[config.mk]
export PLATFORM = sky130hd
export DESIGN_NAME = mem_stage_responder
export DESIGN_NICKNAME = d
export VERILOG_FILES = /design/src/rtl/mem_stage_responder.sv
export SDC_FILE = /design/constraint.sdc
export NUM_CORES = 2
export LEC_CHECK = 0
export ABC_AREA = 1
export BUFFER_PORTS_ARGS = -buffer_cell sky130_fd_sc_hd__buf_2
export CAP_MARGIN = 20
export CORE_MARGIN = 3
export CORE_UTILIZATION = 40
export CTS_CLUSTER_DIAMETER = 150
export DETAILED_ROUTE_END_ITERATION = 16
export HOLD_SLACK_MARGIN = 0.05
export PLACE_DENSITY = 0.56
export SYNTH_ARGS = -nofsm -noshare
export SYNTH_HDL_FRONTEND = slang
export SYNTH_SLANG_ARGS = --single-unit
[constraint.sdc]
create_clock -name clk -period 4.1 [get_ports clk]
set_input_delay 0 -clock clk [delete_from_list [all_inputs] [get_ports clk]]
set_output_delay 0 -clock clk [all_outputs]
set_load 0.005 [all_outputs]
[src/rtl/mem_stage_responder.sv]
// MEM-stage data memory responder: fixed wait-state SRAM model with a ready/freeze handshake.
// Optional MEM_STATS_EN adds saturating load/store completion counters.
module mem_stage_responder #(
  parameter logic [31:0] BASE_ADDR   = 32'd1024,
  parameter int          DEPTH       = 64,
  parameter int          WAIT_CYCLES = 5
) (
  input  logic        clk,
  input  logic        rst,
  input  logic        mem_r_en,
  input  logic        mem_w_en,
  input  logic [31:0] address,
  input  logic [31:0] write_data,
  output logic [31:0] read_data,
  output logic        ready,
  output logic        addr_err
`ifdef MEM_STATS_EN
  ,
  output logic [15:0] rd_count,
  output logic [15:0] wr_count
`endif
);

  localparam int AW = (DEPTH > 1) ? $clog2(DEPTH) : 1;

  typedef enum logic [1:0] {IDLE, BUSY, DONE} state_t;

  state_t      state, state_nxt;
  logic [3:0]  count;
  logic [31:0] lat_addr;
  logic [31:0] lat_data;
  logic        lat_wr;
  logic        lat_both;

  logic [31:0] offset;
  logic [31:0] idx;
  logic [AW-1:0] mem_idx;
  logic        in_range;
  logic        request;
  logic        last_busy;

  logic [31:0] mem [DEPTH];

  // Decode always works on the latched address; a low address wraps and fails the >= test.
  assign offset    = lat_addr - BASE_ADDR;
  assign idx       = offset >> 2;
  assign mem_idx   = idx[AW-1:0];
  assign in_range  = (lat_addr >= BASE_ADDR) && (idx < 32'(DEPTH));
  assign request   = mem_r_en | mem_w_en;
  assign last_busy = (state == BUSY) && (count == 4'(WAIT_CYCLES - 1));

  always_comb begin
    // NOTE: every output of this block is defaulted first so no path can infer a latch.
    state_nxt = state;
    ready     = 1'b0;
    case (state)
      IDLE: begin
        ready = ~request;
        if (request) state_nxt = BUSY;
      end
      BUSY: begin
        if (last_busy) state_nxt = DONE;
      end
      DONE: begin
        ready     = 1'b1;
        state_nxt = IDLE;
      end
      default: state_nxt = IDLE;
    endcase
  end

  // NOTE: sequential state uses non-blocking assignments so every register samples pre-edge values.
  always_ff @(posedge clk or posedge rst) begin
    if (rst) begin
      state     <= IDLE;
      count     <= 4'd0;
      lat_addr  <= 32'd0;
      lat_data  <= 32'd0;
      lat_wr    <= 1'b0;
      lat_both  <= 1'b0;
      read_data <= 32'd0;
      addr_err  <= 1'b0;
    end else begin
      state <= state_nxt;
      if (state == IDLE && request) begin
        count    <= 4'd0;
        lat_addr <= address;
        lat_data <= write_data;
        lat_wr   <= mem_w_en;
        lat_both <= mem_r_en & mem_w_en;
      end else if (state == BUSY) begin
        count <= count + 4'd1;
      end

      if (last_busy) begin
        if (!lat_wr) read_data <= in_range ? mem[mem_idx] : 32'd0;
        addr_err <= ~in_range | lat_both;
      end else if (state == DONE) begin
        addr_err <= 1'b0;
      end
    end
  end

  // NOTE: the storage array has no reset; it models SRAM contents that survive a pipeline reset.
  always_ff @(posedge clk) begin
    if (last_busy && lat_wr && in_range) mem[mem_idx] <= lat_data;
  end

`ifdef MEM_STATS_EN
  // A read+write access was latched with lat_wr set, so it lands in the write counter only.
  always_ff @(posedge clk or posedge rst) begin
    if (rst) begin
      rd_count <= 16'd0;
      wr_count <= 16'd0;
    end else if (last_busy) begin
      if (lat_wr) begin
        if (wr_count != 16'hFFFF) wr_count <= wr_count + 16'd1;
      end else begin
        if (rd_count != 16'hFFFF) rd_count <= rd_count + 16'd1;
      end
    end
  end
`endif

endmodule

# --- Word level (Yosys, flattened, before mapping) ---
# Memories as Yosys holds them, arrays and structs flattened.
# Index checks and enable logic that the tools add are counted.
classes:
  n_addsub: 2
  n_lt_le_gt_ge: 2
  eq_ne: 5
  mux: 11
  bitwise_logic: 6
  n_reduce_logical: 10
ops:
  columns: ["op", "count"]
  rows:
  - ["32-bit by 11-bit greater-or-equal comparator with 1-bit output, second input constant", 1]
  - ["32-bit two-way mux", 1]
  - ["32-bit by 11-bit subtractor with 32-bit output, second input constant", 1]
  - ["30-bit by 7-bit less-than comparator with 1-bit output, second input constant", 1]
  - ["4-bit two-way mux", 2]
  - ["1-bit logical AND", 5]
  - ["4-bit by 1-bit adder with 4-bit output, second input constant", 1]
  - ["4-bit by 3-bit == test with 1-bit output, second input constant", 1]
  - ["1-bit two-way mux", 4]
  - ["2-bit two-way mux", 2]
  - ["2-bit != test, second input constant", 2]
  - ["2-bit one-hot mux with 2 select lines", 1]
  - ["2-bit AND reduction", 2]
  - ["2-bit nonzero test", 2]
  - ["1-bit inverter", 3]
  - ["2-bit by 1-bit == test with 1-bit output, second input constant", 1]
  - ["2-bit == test, second input constant", 1]
  - ["2-bit logical NOT", 1]
  - ["1-bit bitwise OR", 2]
  - ["1-bit one-hot mux with 2 select lines", 1]
  - ["1-bit bitwise AND", 1]
totals:
  ff_bits: 105
  mem_bits_rw: 2048
  in_bits: 68
  output_inout_bits: 34
  elab_cells: 45
  memories: 1
memory_table:
  columns: ["memory", "depth", "word_bits", "read_ports", "rd_clocked_by_memory_dff", "wr", "line_no", "rtl"]
  rows:
  - ["mem", 64, 32, 1, 0, 1, "42", "logic [31:0] mem [DEPTH];"]

# --- Logic depth before layout (Yosys ltp) ---
logic_depth:
  depth_word: 6
  depth_mapped: 17

# --- Least setup slack after synthesis ---
# OpenSTA, ideal clock, no wires.
synth_path:
  path_kind: "register -> register"
  startpoint: "register lat_addr[10]"
  endpoint: "memory mem[32][0], enable pin"
  t_arrival_ns: 2.953
  required_time_ns: 3.679
  slack_ns: 0.726
  stages_incl_launch_ff: 11
  n_path_buf: 1
  synth_period_minus_slack_ns: 3.374
  cell_sequence: "dfrtp_1 -> nor2_1 -> nand2_1 -> nor2_2 -> nand3b_1 -> a21oi_1 -> nand3b_1 -> nor2_4 -> nand2_4 -> buf_6 -> nor2_1"
synth_between:
  elab_chain_len: 6
  elab_cells_between_ends: 7
  classes_between: "add/sub: 1; order compare: 2; mux: 2; reduce/logical: 2"
synth_lines:
  columns: ["element", "line_no", "rtl"]
  rows:
  - ["from (decl)", "30", "logic [31:0] lat_addr;"]
  - ["from (signal assigned)", "87", "lat_addr <= address;"]
  - ["32-bit by 11-bit subtractor with 32-bit output", "45", "assign offset = lat_addr - BASE_ADDR;"]
  - ["30-bit by 7-bit less-than comparator with 1-bit output", "48", "assign in_range = (lat_addr >= BASE_ADDR) && (idx < 32'(DEPTH));"]
  - ["1-bit logical AND (*)", "48", null]
  - ["1-bit logical AND (*)", "106", "if (last_busy && lat_wr && in_range) mem[mem_idx] <= lat_data;"]
  - ["1-bit two-way mux (*)", "106", null]
  - ["1-bit two-way mux (not written as such) (*)", "106", null]
  - ["to (decl)", "42", null]
# Mark *: on every way between the ends. The rest lies on a longest branch, timed or not.

# --- Final worst setup path ---
layout_path:
  startpoint: "register lat_addr[2]"
  endpoint: "register read_data[16]"
layout_between:
  elab_chain_len: 4
  elab_cells_between_ends: 6
  classes_between: "add/sub: 1; order compare: 2; mux: 1; reduce/logical: 1; memory: 1"
layout_lines:
  columns: ["element", "line_no", "rtl"]
  rows:
  - ["32-bit by 11-bit subtractor with 32-bit output", "45", null]
  - ["30-bit by 7-bit less-than comparator with 1-bit output", "48", null]
  - ["1-bit logical AND", "48", null]
  - ["32-bit two-way mux (*)", "96", "if (!lat_wr) read_data <= in_range ? mem[mem_idx] : 32'd0;"]
  - ["to (signal assigned)", "96", null]
  - ["to (decl)", "14", "output logic [31:0] read_data,"]
# Marked as above.
# A chain may end at the register's enable or synchronous reset.

==> run_results.csv <==
group,metric,value,unit
pwr,totalPowerFinal,72.1,mW
floorplan,io-pin-count,102,
worst_setup_path,cp_data_arrival_time,4.42,ns
pwr,switching_share,38.7,%
place,dp_hpwl,156,mm
worst_setup_path,cp_max_fo,41,
cts,clock_latency,0.87,ns
global_routing,grt_pass1_vias,60700,
cts,clock_path_buffers,3,
routing,first_pass_iters,6,
sta,rsz0062_at_grt,"false",
worst_hold_path,hp-class,"in -> async",
floorplan,fp.dieArea,234000,sq um
logic_synthesis,synth-seq-cells,2151,
pwr,pwr-share-seq,41.0,%
cts,cts_made_buffers,223,
sta,setup-violations-final,0,
pwr,p_leak,43.3,nW
sta,worstMarginPinSlew,1.12,ns
worst_setup_path,path_class,"reg -> reg",
logic_synthesis,synth_area_per_cell,10.2,sq um
cts,cts.sinks,2151,
status,status,"completed",
worst_setup_path,cp_slowest_cell,"dfrtp_4",
cells_and_area,final_cells,12400,
sta,layout_setup_ws,0.474,ns
global_routing,grt_usage,23.1,%
cells_and_area,drive_gt1_share,8.14,%
routing,detail-route-antenna-nets,0,
worst_setup_path,cp_common_cell,"nand2_1",
routing,routed_via_density,5.06,
logic_synthesis,netlist_area,91400,sq um
floorplan,rows,174,
routing,wl,274,mm
logic_synthesis,async_flop_share,4.79,%
sta,slew_violations,0,
pwr,p_int,44.2,mW
logic_synthesis,synth-edff-count,2048,
global_routing,antenna_found_initial,8,
floorplan,initial_core_util,40.4,%
place,place.port_buffers,99,
pwr,vdd.ir_drop.worst,0.000715,V
floorplan,die_y,484,um
cells_and_area,fin_nets,9287,
logic_synthesis,synthFlopType,"edfxtp_1",
global_routing,grt_pass1_wl,404,mm
sta,period_needed,3.63,ns
sta,hold-worst-slack,0.359,ns
logic_synthesis,ys_types,32,
logic_synthesis,yosys_warnings,0,
global_routing,grt_max_degree,134,
pwr,power.switching,27.9,mW
worst_setup_path,worstPathRequired,4.90,ns
cells_and_area,synthToLayoutAreaGrowth,15.1,%
logic_synthesis,synth_cells,8918,
sta,fmax,0.276,GHz
sta,skew,0.0676,ns
cts,clk_pin_slew,0.06,ns
routing,drtIter0Drc,5838,
cts,cts_tree,"done",
cts,clock-root-buffer,"clkbuf_16",
place,place_congestion,0.863,
worst_setup_path,slowest_delay,0.72,ns
cts,ctsResizeCount,0,
sta,finalHoldViolations,0,
worst_setup_path,crit_path_start_kind,"flip-flop",
place,placed_cells,11800,
logic_synthesis,syn_nets,8988,
sta,fin_tns_setup,0,ns
routing,avgRoutedWirePerCell,22.1,um
logic_synthesis,yosysSeqAreaShare,70.1,%
sta,max_slew_margin,25.1,%
floorplan,die_x,484,um
worst_setup_path,worst_setup_path_end_kind,"flip-flop",
worst_setup_path,crit_chain,"inv_16 -> buf_4 -> nor2_1 -> o21ai_0 -> nand2_1 -> nand2_1 -> nand2_1 -> nand2_1 -> nand4_1 -> nor2_1 -> nand2_1 -> nand2_1",
pwr,p_clk_share,26.8,%
pwr,p_comb_share,32.2,%
floorplan,core_area,226000,sq um
place,pre_cts_slack,0.594,ns
pwr,p_per_area,685,nW/um^2
routing,drc,0,
sta,period_share,88.4,%
global_routing,grt_overflow,0,
routing,vias,62700,
flow_run,drv_cap,0,
cts,h-tree-depth,4,
## flip-flops by register name (all words and copies together), names as in the netlist
register	flops
lat_both	1
mem	2048
state	2
lat_wr	1
read_data	32
addr_err	1
count	4
lat_data	32
lat_addr	30
## synth_stat cells (2+ instances only)
library cell  count  area, sq um
buf_2           153          766
clkbuf_1        214          803
nor3_1           11         55.1
o21bai_1         28          210
buf_1            24         90.1
nand4_1          34          213
edfxtp_1       2048        61500
clkinv_1          5         18.8
buf_4            43          323
o21ai_0         474         2370
nor2_1         1218         4570
nand2_1        3423        12800
nor2_2           61          382
nand3_4           2         35.0
or2_2             2         12.5
nand3_1          21          105
xor2_1            3         26.3
o21ai_1         175          876
o22ai_1          18          113
a21oi_1          62          310
buf_6            13          146
inv_2             5         18.8
dfrtp_1         103         2580
nand3b_1          6         45.0
inv_1           764         2870
ha_1              2         25.0
## metal layers
metal  global-route usage (%)  vias up  wire [um]  part of all wire [%]
met2                     37.6     2202     128000                    47
met5                        0        -          0                     0
met1                     31.1    30600     115000                    42
met4                     9.09        0      11100                   4.1
li1                         -    29400          -                     -
met3                     3.65      455      19300                   7.1
## cell families after synthesis
| family | after synthesis | share of synthesized area, % |
|---|---|---|
| xor+xnor | 3 | 0.0288 |
| buf+inv | 1222 | 5.52 |
| fa+ha+maj | 2 | 0.0274 |
| flops | 2151 | 70.1 |
| simple gates | 4782 | 20.0 |
| compound gates | 758 | 4.26 |
## power by group through the flow
| stage | Clock [mW] | Combinational [mW] | Sequential (mW) |
|---|---|---|---|
| 2_1_floorplan | 0 | 12.9 | 29.4 |
| 3_3_place_gp | 0 | 22.3 | 30.0 |
| 3_5_place_dp | 0 | 22.5 | 30.0 |
| 4_1_cts | 19.6 | 23.1 | 29.6 |
| 5_1_grt | 20.5 | 25.5 | 29.7 |
| 6_report | 19.3 | 23.2 | 29.5 |
## timing repair
action,4_1_cts,5_1_grt
buffers inserted,0,0
endpoints found under the setup margin,0,0
endpoints found under the hold margin,170,0
hold buffers,180,0
## stage by stage
step / util [%] / instance area (sq um)
after detailed placement: 42.7 / 96500
after global routing: 46.5 / 105000
after floorplan: - / 91400
after CTS: 46.5 / 105000
final: 46.5 / 105000
after global placement: 42.7 / 96500
## cell usage in the layout, fill, tap and decap left out, drive strengths merged
master,count
and2,1
bufinv,9
o21bai,28
o22ai,18
nand4,34
a21oi,62
ha,2
xor2,3
a21boi,1
inv,782
clkinvlp,1
dfrtp,103
or2,2
diode,4
buf,341
nand3b,6
nand3,23
clkbuf,292
o21ai,649
dlygate4sd3,180
nand2,3425
nor3,11
edfxtp,2048
nor2,1280
clkinv,101
## final timing paths
| path | startpoint | to | slack, ns | cells past startpoint |
|---|---|---|---|---|
| setup reg to reg | lat_addr[2]$_DFFE_PP0P_ | read_data[16]$_DFFE_PP0P_ | 0.47 | 12 |
| hold / removal | rst | lat_data[8]$_DFFE_PP0P_ | 0.36 | 4 |
| setup / recovery | lat_addr[2]$_DFFE_PP0P_ | read_data[16]$_DFFE_PP0P_ | 0.47 | 12 |
| max in group asynchronous | rst | lat_data[31]$_DFFE_PP0P_ | 2.69 | 5 |
| min in group clk | address[16] | lat_addr[16]$_DFFE_PP0P_ | 0.45 | 5 |
| hold reg to reg | read_data[14]$_DFFE_PP0P_ | read_data[14]$_DFFE_PP0P_ | 0.48 | 2 |
## critical path: cells and delay by family (launching register included)
kind / cells / cell delay (ns)
buffers and inverters: 2 / 0.81
AO/OA/AOI/OAI: 1 / 0.17
AND/OR/NAND/NOR: 9 / 1.66
flip-flops: 1 / 0.72
## layout make-up
| class | count | area [sq um] |
|---|---|---|
| clock inverters | 118 | 928 |
| multi-input cells | 5545 | 22600 |
| fillers | 20600 | 121000 |
| repair buffers | 521 | 4830 |
| diodes | 4 | 10.0 |
| clock buffers | 292 | 5930 |
| inverters | 775 | 2940 |
| flip-flops and latches | 2151 | 64100 |
| well taps | 2992 | 3740 |
Note: power is estimated with default switching activity, not from simulation.
